===== src/rtl/quad_root_solver_if.sv =====
// Coefficient/result handshake bundle for quad_root_solver.
// The producer/consumer side uses master; the solver uses slave.
interface quad_root_solver_if #(
  parameter int W = 16
);
  logic                in_valid;
  logic                in_ready;
  logic signed [W-1:0] a;
  logic signed [W-1:0] b;
  logic signed [W-1:0] c;
  logic                out_valid;
  logic                out_ready;
  logic signed [W+1:0] root_1;
  logic signed [W+1:0] root_2;
  logic [2:0]          status;
  logic                exact;

  modport master (
    output in_valid, a, b, c, out_ready,
    input  in_ready, out_valid, root_1, root_2, status, exact
  );

  modport slave (
    input  in_valid, a, b, c, out_ready,
    output in_ready, out_valid, root_1, root_2, status, exact
  );
endinterface


===== src/rtl/quad_root_solver.sv =====
// Handshaked quadratic solver: discriminant, bit-serial sqrt, two bit-serial
// divides, with solution classification and a remainder-free (exact) flag.
module quad_root_solver #(
  parameter int W = 16
) (
  input logic               clk,
  input logic               rst,
  quad_root_solver_if.slave bus
);

  localparam int CW = $clog2(W + 3);

  typedef enum logic [2:0] {IDLE, DISC, SQRT, DIV1, DIV2, DONE} state_t;

  state_t state, state_nx;

  logic signed [W-1:0]   a_r, b_r, c_r;
  logic [CW-1:0]         cnt;
  logic                  sq_last, dv_last;

  logic signed [2*W+2:0] a_x, b_x, c_x, d_calc, d_reg;
  logic [2*W+1:0]        d_abs, sq_rad;

  logic [W+1:0]          sq_rem, sq_rem_nx;
  logic [W:0]            sq_root, sq_root_nx;
  logic [W+3:0]          sq_sh, sq_trial;
  logic                  sq_ge;

  logic [W+2:0]          dv_num, dv_num_nx, dv_rem, dv_rem_nx, dv_den;
  logic [W+3:0]          dv_sh;
  logic                  dv_ge, dv_neg;
  logic signed [W+1:0]   quo_nx, q1;
  logic                  rem1_zero;

  logic signed [W+2:0]   b_w, c_w, a2_w, s1_w, s0_w, num1, num2, den;
  logic                  a_zero, b_zero, d_neg, d_zero, is_degen, is_linear;
  logic [2:0]            status_calc;

  logic signed [W+1:0]   root_1_r, root_2_r;
  logic [2:0]            status_r;
  logic                  exact_r;

  function automatic logic [W+2:0] mag(input logic signed [W+2:0] v);
    mag = v[W+2] ? -v : v;
  endfunction

  assign sq_last = (cnt == CW'(W));
  assign dv_last = (cnt == CW'(W + 2));

  // Discriminant at full width; |D| < 2^(2W+1), so the low 2W+2 bits hold it.
  assign a_x    = {{(W+3){a_r[W-1]}}, a_r};
  assign b_x    = {{(W+3){b_r[W-1]}}, b_r};
  assign c_x    = {{(W+3){c_r[W-1]}}, c_r};
  assign d_calc = b_x * b_x - ((a_x * c_x) <<< 2);
  assign d_abs  = d_calc[2*W+2] ? (2*W+2)'(-d_calc) : d_calc[2*W+1:0];

  assign sq_sh      = {sq_rem, sq_rad[2*W+1:2*W]};
  assign sq_trial   = {1'b0, sq_root, 2'b01};
  assign sq_ge      = (sq_sh >= sq_trial);
  assign sq_rem_nx  = sq_ge ? (W+2)'(sq_sh - sq_trial) : sq_sh[W+1:0];
  assign sq_root_nx = {sq_root[W-1:0], sq_ge};

  assign dv_sh     = {dv_rem, dv_num[W+2]};
  assign dv_ge     = (dv_sh >= {1'b0, dv_den});
  assign dv_rem_nx = dv_ge ? (W+3)'(dv_sh - {1'b0, dv_den}) : dv_sh[W+2:0];
  assign dv_num_nx = {dv_num[W+1:0], dv_ge};
  assign quo_nx    = (W+2)'(dv_neg ? -dv_num_nx : dv_num_nx);

  assign a_zero    = (a_r == '0);
  assign b_zero    = (b_r == '0);
  assign d_neg     = d_reg[2*W+2];
  assign d_zero    = (d_reg == '0);
  assign is_degen  = a_zero && b_zero;
  assign is_linear = a_zero && !b_zero;

  assign b_w  = {{3{b_r[W-1]}}, b_r};
  assign c_w  = {{3{c_r[W-1]}}, c_r};
  assign a2_w = {{2{a_r[W-1]}}, a_r, 1'b0};
  assign s1_w = {2'b00, sq_root_nx};
  assign s0_w = {2'b00, sq_root};

  // Division operands; D==0 falls out of the two-real form because s is 0.
  // The degenerate case divides 0 by 1 so the divider never sees a zero divisor.
  always_comb begin
    num1 = -b_w - s1_w;
    num2 = -b_w + s0_w;
    den  = a2_w;
    if (is_degen) begin
      num1 = '0;
      num2 = '0;
      den  = {{(W+2){1'b0}}, 1'b1};
    end else if (is_linear) begin
      num1 = -c_w;
      num2 = -c_w;
      den  = b_w;
    end else if (d_neg) begin
      num1 = -b_w;
      num2 = s0_w;
    end
  end

  always_comb begin
    status_calc = 3'd0;
    if (is_degen)       status_calc = 3'd4;
    else if (is_linear) status_calc = 3'd3;
    else if (d_neg)     status_calc = 3'd2;
    else if (d_zero)    status_calc = 3'd1;
  end

  always_ff @(posedge clk) begin
    if (rst) state <= IDLE;
    else     state <= state_nx;
  end

  always_comb begin
    state_nx = state;
    case (state)
      IDLE:    if (bus.in_valid)  state_nx = DISC;
      DISC:                       state_nx = SQRT;
      SQRT:    if (sq_last)       state_nx = DIV1;
      DIV1:    if (dv_last)       state_nx = DIV2;
      DIV2:    if (dv_last)       state_nx = DONE;
      DONE:    if (bus.out_ready) state_nx = IDLE;
      default:                    state_nx = IDLE;
    endcase
  end

  // Every phase runs its full length regardless of status, giving fixed latency.
  always_ff @(posedge clk) begin
    if (rst) begin
      a_r <= '0; b_r <= '0; c_r <= '0;
      cnt <= '0; d_reg <= '0; sq_rad <= '0; sq_rem <= '0; sq_root <= '0;
      dv_num <= '0; dv_rem <= '0; dv_den <= '0; dv_neg <= 1'b0;
      q1 <= '0; rem1_zero <= 1'b0;
      root_1_r <= '0; root_2_r <= '0; status_r <= '0; exact_r <= 1'b0;
    end else begin
      case (state)
        IDLE: begin
          if (bus.in_valid) begin
            a_r <= bus.a;
            b_r <= bus.b;
            c_r <= bus.c;
          end
        end
        DISC: begin
          d_reg   <= d_calc;
          sq_rad  <= d_abs;
          sq_rem  <= '0;
          sq_root <= '0;
          cnt     <= '0;
        end
        SQRT: begin
          sq_rad  <= {sq_rad[2*W-1:0], 2'b00};
          sq_rem  <= sq_rem_nx;
          sq_root <= sq_root_nx;
          cnt     <= cnt + CW'(1);
          if (sq_last) begin
            cnt    <= '0;
            dv_num <= mag(num1);
            dv_rem <= '0;
            dv_den <= mag(den);
            dv_neg <= num1[W+2] ^ den[W+2];
          end
        end
        DIV1: begin
          dv_num <= dv_num_nx;
          dv_rem <= dv_rem_nx;
          cnt    <= cnt + CW'(1);
          if (dv_last) begin
            cnt       <= '0;
            q1        <= quo_nx;
            rem1_zero <= (dv_rem_nx == '0);
            dv_num    <= mag(num2);
            dv_rem    <= '0;
            dv_neg    <= num2[W+2] ^ den[W+2];
          end
        end
        DIV2: begin
          dv_num <= dv_num_nx;
          dv_rem <= dv_rem_nx;
          cnt    <= cnt + CW'(1);
          if (dv_last) begin
            cnt      <= '0;
            status_r <= status_calc;
            root_1_r <= is_degen ? '0 : q1;
            root_2_r <= is_degen ? '0 : (is_linear ? q1 : quo_nx);
            if (is_degen)       exact_r <= 1'b0;
            else if (is_linear) exact_r <= rem1_zero;
            else                exact_r <= (sq_rem == '0) && rem1_zero && (dv_rem_nx == '0);
          end
        end
        default: ;
      endcase
    end
  end

  assign bus.in_ready  = (state == IDLE) && !rst;
  assign bus.out_valid = (state == DONE) && !rst;
  assign bus.root_1    = root_1_r;
  assign bus.root_2    = root_2_r;
  assign bus.status    = status_r;
  assign bus.exact     = exact_r;

endmodule

===== src/flat_wrapper.sv =====
// flat-port wrapper written by rule: the top's interface ports become plain ports
module quad_root_solver_flat 
#(
  parameter int W = 16
)
  (clk, rst, bus_in_valid, bus_a, bus_b, bus_c, bus_out_ready, bus_in_ready, bus_out_valid, bus_root_1, bus_root_2, bus_status, bus_exact);
  quad_root_solver_if #(.W(W)) bus_i ();
  input logic clk;
  input logic rst;
  input wire logic [$bits(bus_i.in_valid)-1:0] bus_in_valid;
  input wire logic [$bits(bus_i.a)-1:0] bus_a;
  input wire logic [$bits(bus_i.b)-1:0] bus_b;
  input wire logic [$bits(bus_i.c)-1:0] bus_c;
  input wire logic [$bits(bus_i.out_ready)-1:0] bus_out_ready;
  output wire logic [$bits(bus_i.in_ready)-1:0] bus_in_ready;
  output wire logic [$bits(bus_i.out_valid)-1:0] bus_out_valid;
  output wire logic [$bits(bus_i.root_1)-1:0] bus_root_1;
  output wire logic [$bits(bus_i.root_2)-1:0] bus_root_2;
  output wire logic [$bits(bus_i.status)-1:0] bus_status;
  output wire logic [$bits(bus_i.exact)-1:0] bus_exact;
  assign bus_i.in_valid = bus_in_valid;
  assign bus_i.a = bus_a;
  assign bus_i.b = bus_b;
  assign bus_i.c = bus_c;
  assign bus_i.out_ready = bus_out_ready;
  assign bus_in_ready = bus_i.in_ready;
  assign bus_out_valid = bus_i.out_valid;
  assign bus_root_1 = bus_i.root_1;
  assign bus_root_2 = bus_i.root_2;
  assign bus_status = bus_i.status;
  assign bus_exact = bus_i.exact;
  quad_root_solver #(.W(W)) u_core (.clk(clk), .rst(rst), .bus(bus_i));
endmodule

===== config.mk =====
export PLATFORM = sky130hd
export DESIGN_NAME = quad_root_solver_flat
export DESIGN_NICKNAME = d
export VERILOG_FILES = /design/src/rtl/quad_root_solver_if.sv /design/src/rtl/quad_root_solver.sv /design/src/flat_wrapper.sv
export SDC_FILE = /design/constraint.sdc
export NUM_CORES = 2
export LEC_CHECK = 0
export ABC_AREA = 0
export BUFFER_PORTS_ARGS = -buffer_cell sky130_fd_sc_hd__buf_2
export CORE_ASPECT_RATIO = 1.4
export CORE_MARGIN = 8
export CORE_UTILIZATION = 50
export CTS_CLUSTER_SIZE = 40
export DETAILED_ROUTE_END_ITERATION = 10
export GPL_ROUTABILITY_DRIVEN = 1
export PLACE_DENSITY = 0.69
export SLEW_MARGIN = 20
export SYNTH_ARGS = -nofsm -noshare
export SYNTH_HDL_FRONTEND = slang
export SYNTH_SLANG_ARGS = --single-unit

===== constraint.sdc =====
create_clock -name clk -period 12.1 [get_ports clk]
set_clock_uncertainty 0.15 [all_clocks]
set_input_delay 0.605 -clock clk [delete_from_list [all_inputs] [get_ports clk]]
set_output_delay 0.605 -clock clk [all_outputs]
set_load 0.05 [all_outputs]

==> impl_results.md <==
* CTS Buf Count at 30
* Synth Warn # at 0
* Fmax achieved at 0.08539 GHz
* Drc violations at 0
* Final setup margin at 0.3886 ns
* Clock latency on the worst-skew pair at 0.61 ns
* Crit path launch type: flip-flop
* Most used cell, CP: fa_1
* Distinct cell type count after synthesis at 102
* I/O pin total at 94
* Relative slew slack at 17.50%
* PD cells at 231.4 nW/um2
* Detailed Place HPWL at 86900 um
* Grt ovf at 0
* Via-per-instance ratio at 5.743
* Clock Sinks at 276
* Max_cap viols at 0
* Setup CP Type: reg -> reg
* Critical Path End Type: flip-flop
* Main synth FF type: dfxtp_1
* Number of routed nets with antenna violations at 0
* Die width at 249.6 um
* Peak VDD IR at 0.3286 mV
* Worst stage delay on the critical path at 0.53 ns
* GRT Overall Usage at 25.24%
* Crit-path max FO at 7
* Run status: completed
* P&R area growth vs syn at 7.693%
* Crit path max-delay family: adder cells
* NumNets Final at 5433
* Net Sw Frac at 51.26%
* Cell Area, Placed at 39880 um2
* Synthesized area per cell at 8.336 um2
* Site Rows at 120
* Pre-antenna DRT Iters at 5
* EDFF count, synth at 0
* Post-Route WL at 108400 um
* CTS tree: yes
* H-Tree Depth at 1
* Hold Violations, Final at 0
* Yosys reg bits at 276
* Layout Utilization at 54.05%
* Largest net degree at the start of global routing at 101
* Hold_buf cts at 0
* Post-cts resize count at 0
* Psw at 4881 uW
* Reg power frac at 11.8%
* Syn Std Cell Area at 38200 um2
* Share of cells above drive strength 1 at 8.203%
* Core Box Area at 76120 um2
* P_int at 4641 uW
* Buf/Inv on CP at 9
* Minimum clock period at 11.71 ns
* Register area share after synthesis at 14.46%
* Hold Path Class: in -> reg
* First-pass GRT wire length at 174500 um
* Initial antenna violation count at 5
* Tightest Pin Transition at 1.218 ns
* WL per Instance at 19.41 um
* Clock root cell: clkbuf_16
* Vias in the first global route at 33070
* Clk buf depth at 3
* Final period utilization at 96.79%
* Slowest cell on crit path: fa_1
* Clock power share at 10.6%
* Die Height at 343.1 um
* Synthesized Nets at 5431
* Initial Util at 50.19%
* Post-Route Setup TNS at 0 ns
* Design Area, Final at 41140 um2
* Final setup viols at 0
* Routability cong. at 0.9897
* Number of port buffers at 93
* CP required at 12.42 ns
* Synth async-reset ratio at 0%
* 1st-iter DRT viols at 1863
* Worst Setup Slack post-DPL at 0.07861 ns
* Clk slew on worst S/H paths at 0.07 ns
* CP arrival at 12.03 ns
* Die area at 85630 um2
* Max-slew violations at 0
* Filler cells at 7106
* Power share of the combinational group at 77.6%
* Leak pwr at 0.01844 uW
* Number of setup buffers added after CTS at 0
* Vias after detailed routing at 32080
* Synth Instances at 4583
## power by group through the flow
| stage | combinational (uW) | clock (uW) | sequential [uW] |
|---|---|---|---|
| after global routing | 8180 | 1060 | 1140 |
| after global placement | 7110 | 0 | 1140 |
| final | 7380 | 1010 | 1120 |
| after floorplan | 5320 | 0 | 1100 |
| after detailed placement | 7180 | 0 | 1140 |
| after CTS | 7220 | 1030 | 1120 |
## area by class of cell
class | instances | area, um2 | share of cell area, %
well taps | 976 | 1221 | 2.968
inverters | 690 | 2590 | 6.295
diodes | 2 | 5.005 | 0.01216
clock buffers | 34 | 807.0 | 1.962
repair buffers | 214 | 1398 | 3.397
flip-flops and latches | 276 | 5535 | 13.45
multi-input cells | 3373 | 29340 | 71.31
clock inverters | 21 | 247.7 | 0.6021
## metrics by stage
step                std cells  total power [uW]  hold slack [ns]
finish                   5586              9521          0.08227
global route             5584             10380          0.07817
CTS                      5582              9368          0.06262
detailed placement       5527              8323           0.2965
global placement         5527              8250           0.2858
floorplan                4583              6420           0.2803
## cells by family (layout without fill, tap and decap cells)
kind of cell / Yosys count / count (layout) / synth area share (%)
xor+xnor: 221 / 221 / 5.066
other cells: 0 / 2 / 0
buf+inv: 934 / 959 / 9.304
mux: 18 / 18 / 0.4847
flops: 276 / 276 / 14.46
compound gates: 900 / 900 / 15.59
simple gates: 1438 / 1438 / 18.28
fa+ha+maj: 796 / 796 / 36.82
## Yosys cell counts (all sizes together), types with 33 or more instances
master | count | share of area [%]
buf | 34 | 0.46
a21oi | 295 | 3.9
dfxtp | 276 | 14
and2 | 189 | 3.1
or3 | 33 | 0.54
xnor2 | 125 | 2.9
o21ai | 136 | 1.8
nor3 | 72 | 0.97
fa | 547 | 29
o22ai | 35 | 0.57
a21o | 53 | 1.0
nand2b | 33 | 0.54
a211oi | 44 | 0.88
xor2 | 96 | 2.2
nand3 | 46 | 0.60
a22oi | 86 | 1.7
nand2 | 543 | 5.3
ha | 249 | 8.2
inv | 686 | 6.7
clkbuf | 210 | 2.1
nor2 | 315 | 3.1
nor4 | 48 | 0.86
## path summary, 6_finish.rpt
path	from	endpoint	slack (ns)	depth (start not counted)
worst max register to register	u_core.c_r[8]	u_core.sq_rad[2]	0.39	43
worst min register to register	u_core.dv_den[17]	u_core.dv_den[17]	0.30	2
worst max-delay path	u_core.c_r[8]	u_core.sq_rad[2]	0.39	43
worst min-delay path	bus_c[12]	u_core.c_r[12]	0.08	3
## metal layers
| layer | up-vias | track usage [%] | share of wire [%] |
|---|---|---|---|
| li1 | 15040 | - | - |
| met1 | 15840 | 27.22 | 36 |
| met2 | 873 | 46.12 | 52 |
| met3 | 325 | 2.637 | 4.2 |
| met4 | 4 | 17.67 | 8.1 |
| met5 | - | 0 | 0.025 |
## tightest hold or removal path, delay by kind of cell
| family | cells | cell delay (ns) |
|---|---|---|
| and+or+nand+nor | 1 | 0.05 |
| buffers and inverters | 1 | 0.10 |
| AOI/OAI and AO/OA | 1 | 0.05 |
## cell usage in the layout (no fill, tap or decap), drive strengths merged, types with 11 or more instances in the layout
cell,n
nor4,48
or3,33
o31ai,24
and3,23
dfxtp,276
xor2,96
o21ai,136
nor3b,16
clkinv,12
nand2,543
o22ai,35
buf,212
a31oi,27
ha,249
a311oi,12
a21oi,295
a21boi,11
mux2i,14
or2,17
nand4,25
o21a,28
nand2b,33
o211ai,19
a22oi,86
a21o,53
a211oi,44
fa,547
xnor2,125
clkbuf,36
or4,15
inv,692
and4,15
nand3,46
a221oi,11
nor2b,14
nor2,315
nor3,72
and2,189
Note: power is estimated with default switching activity, not from simulation.
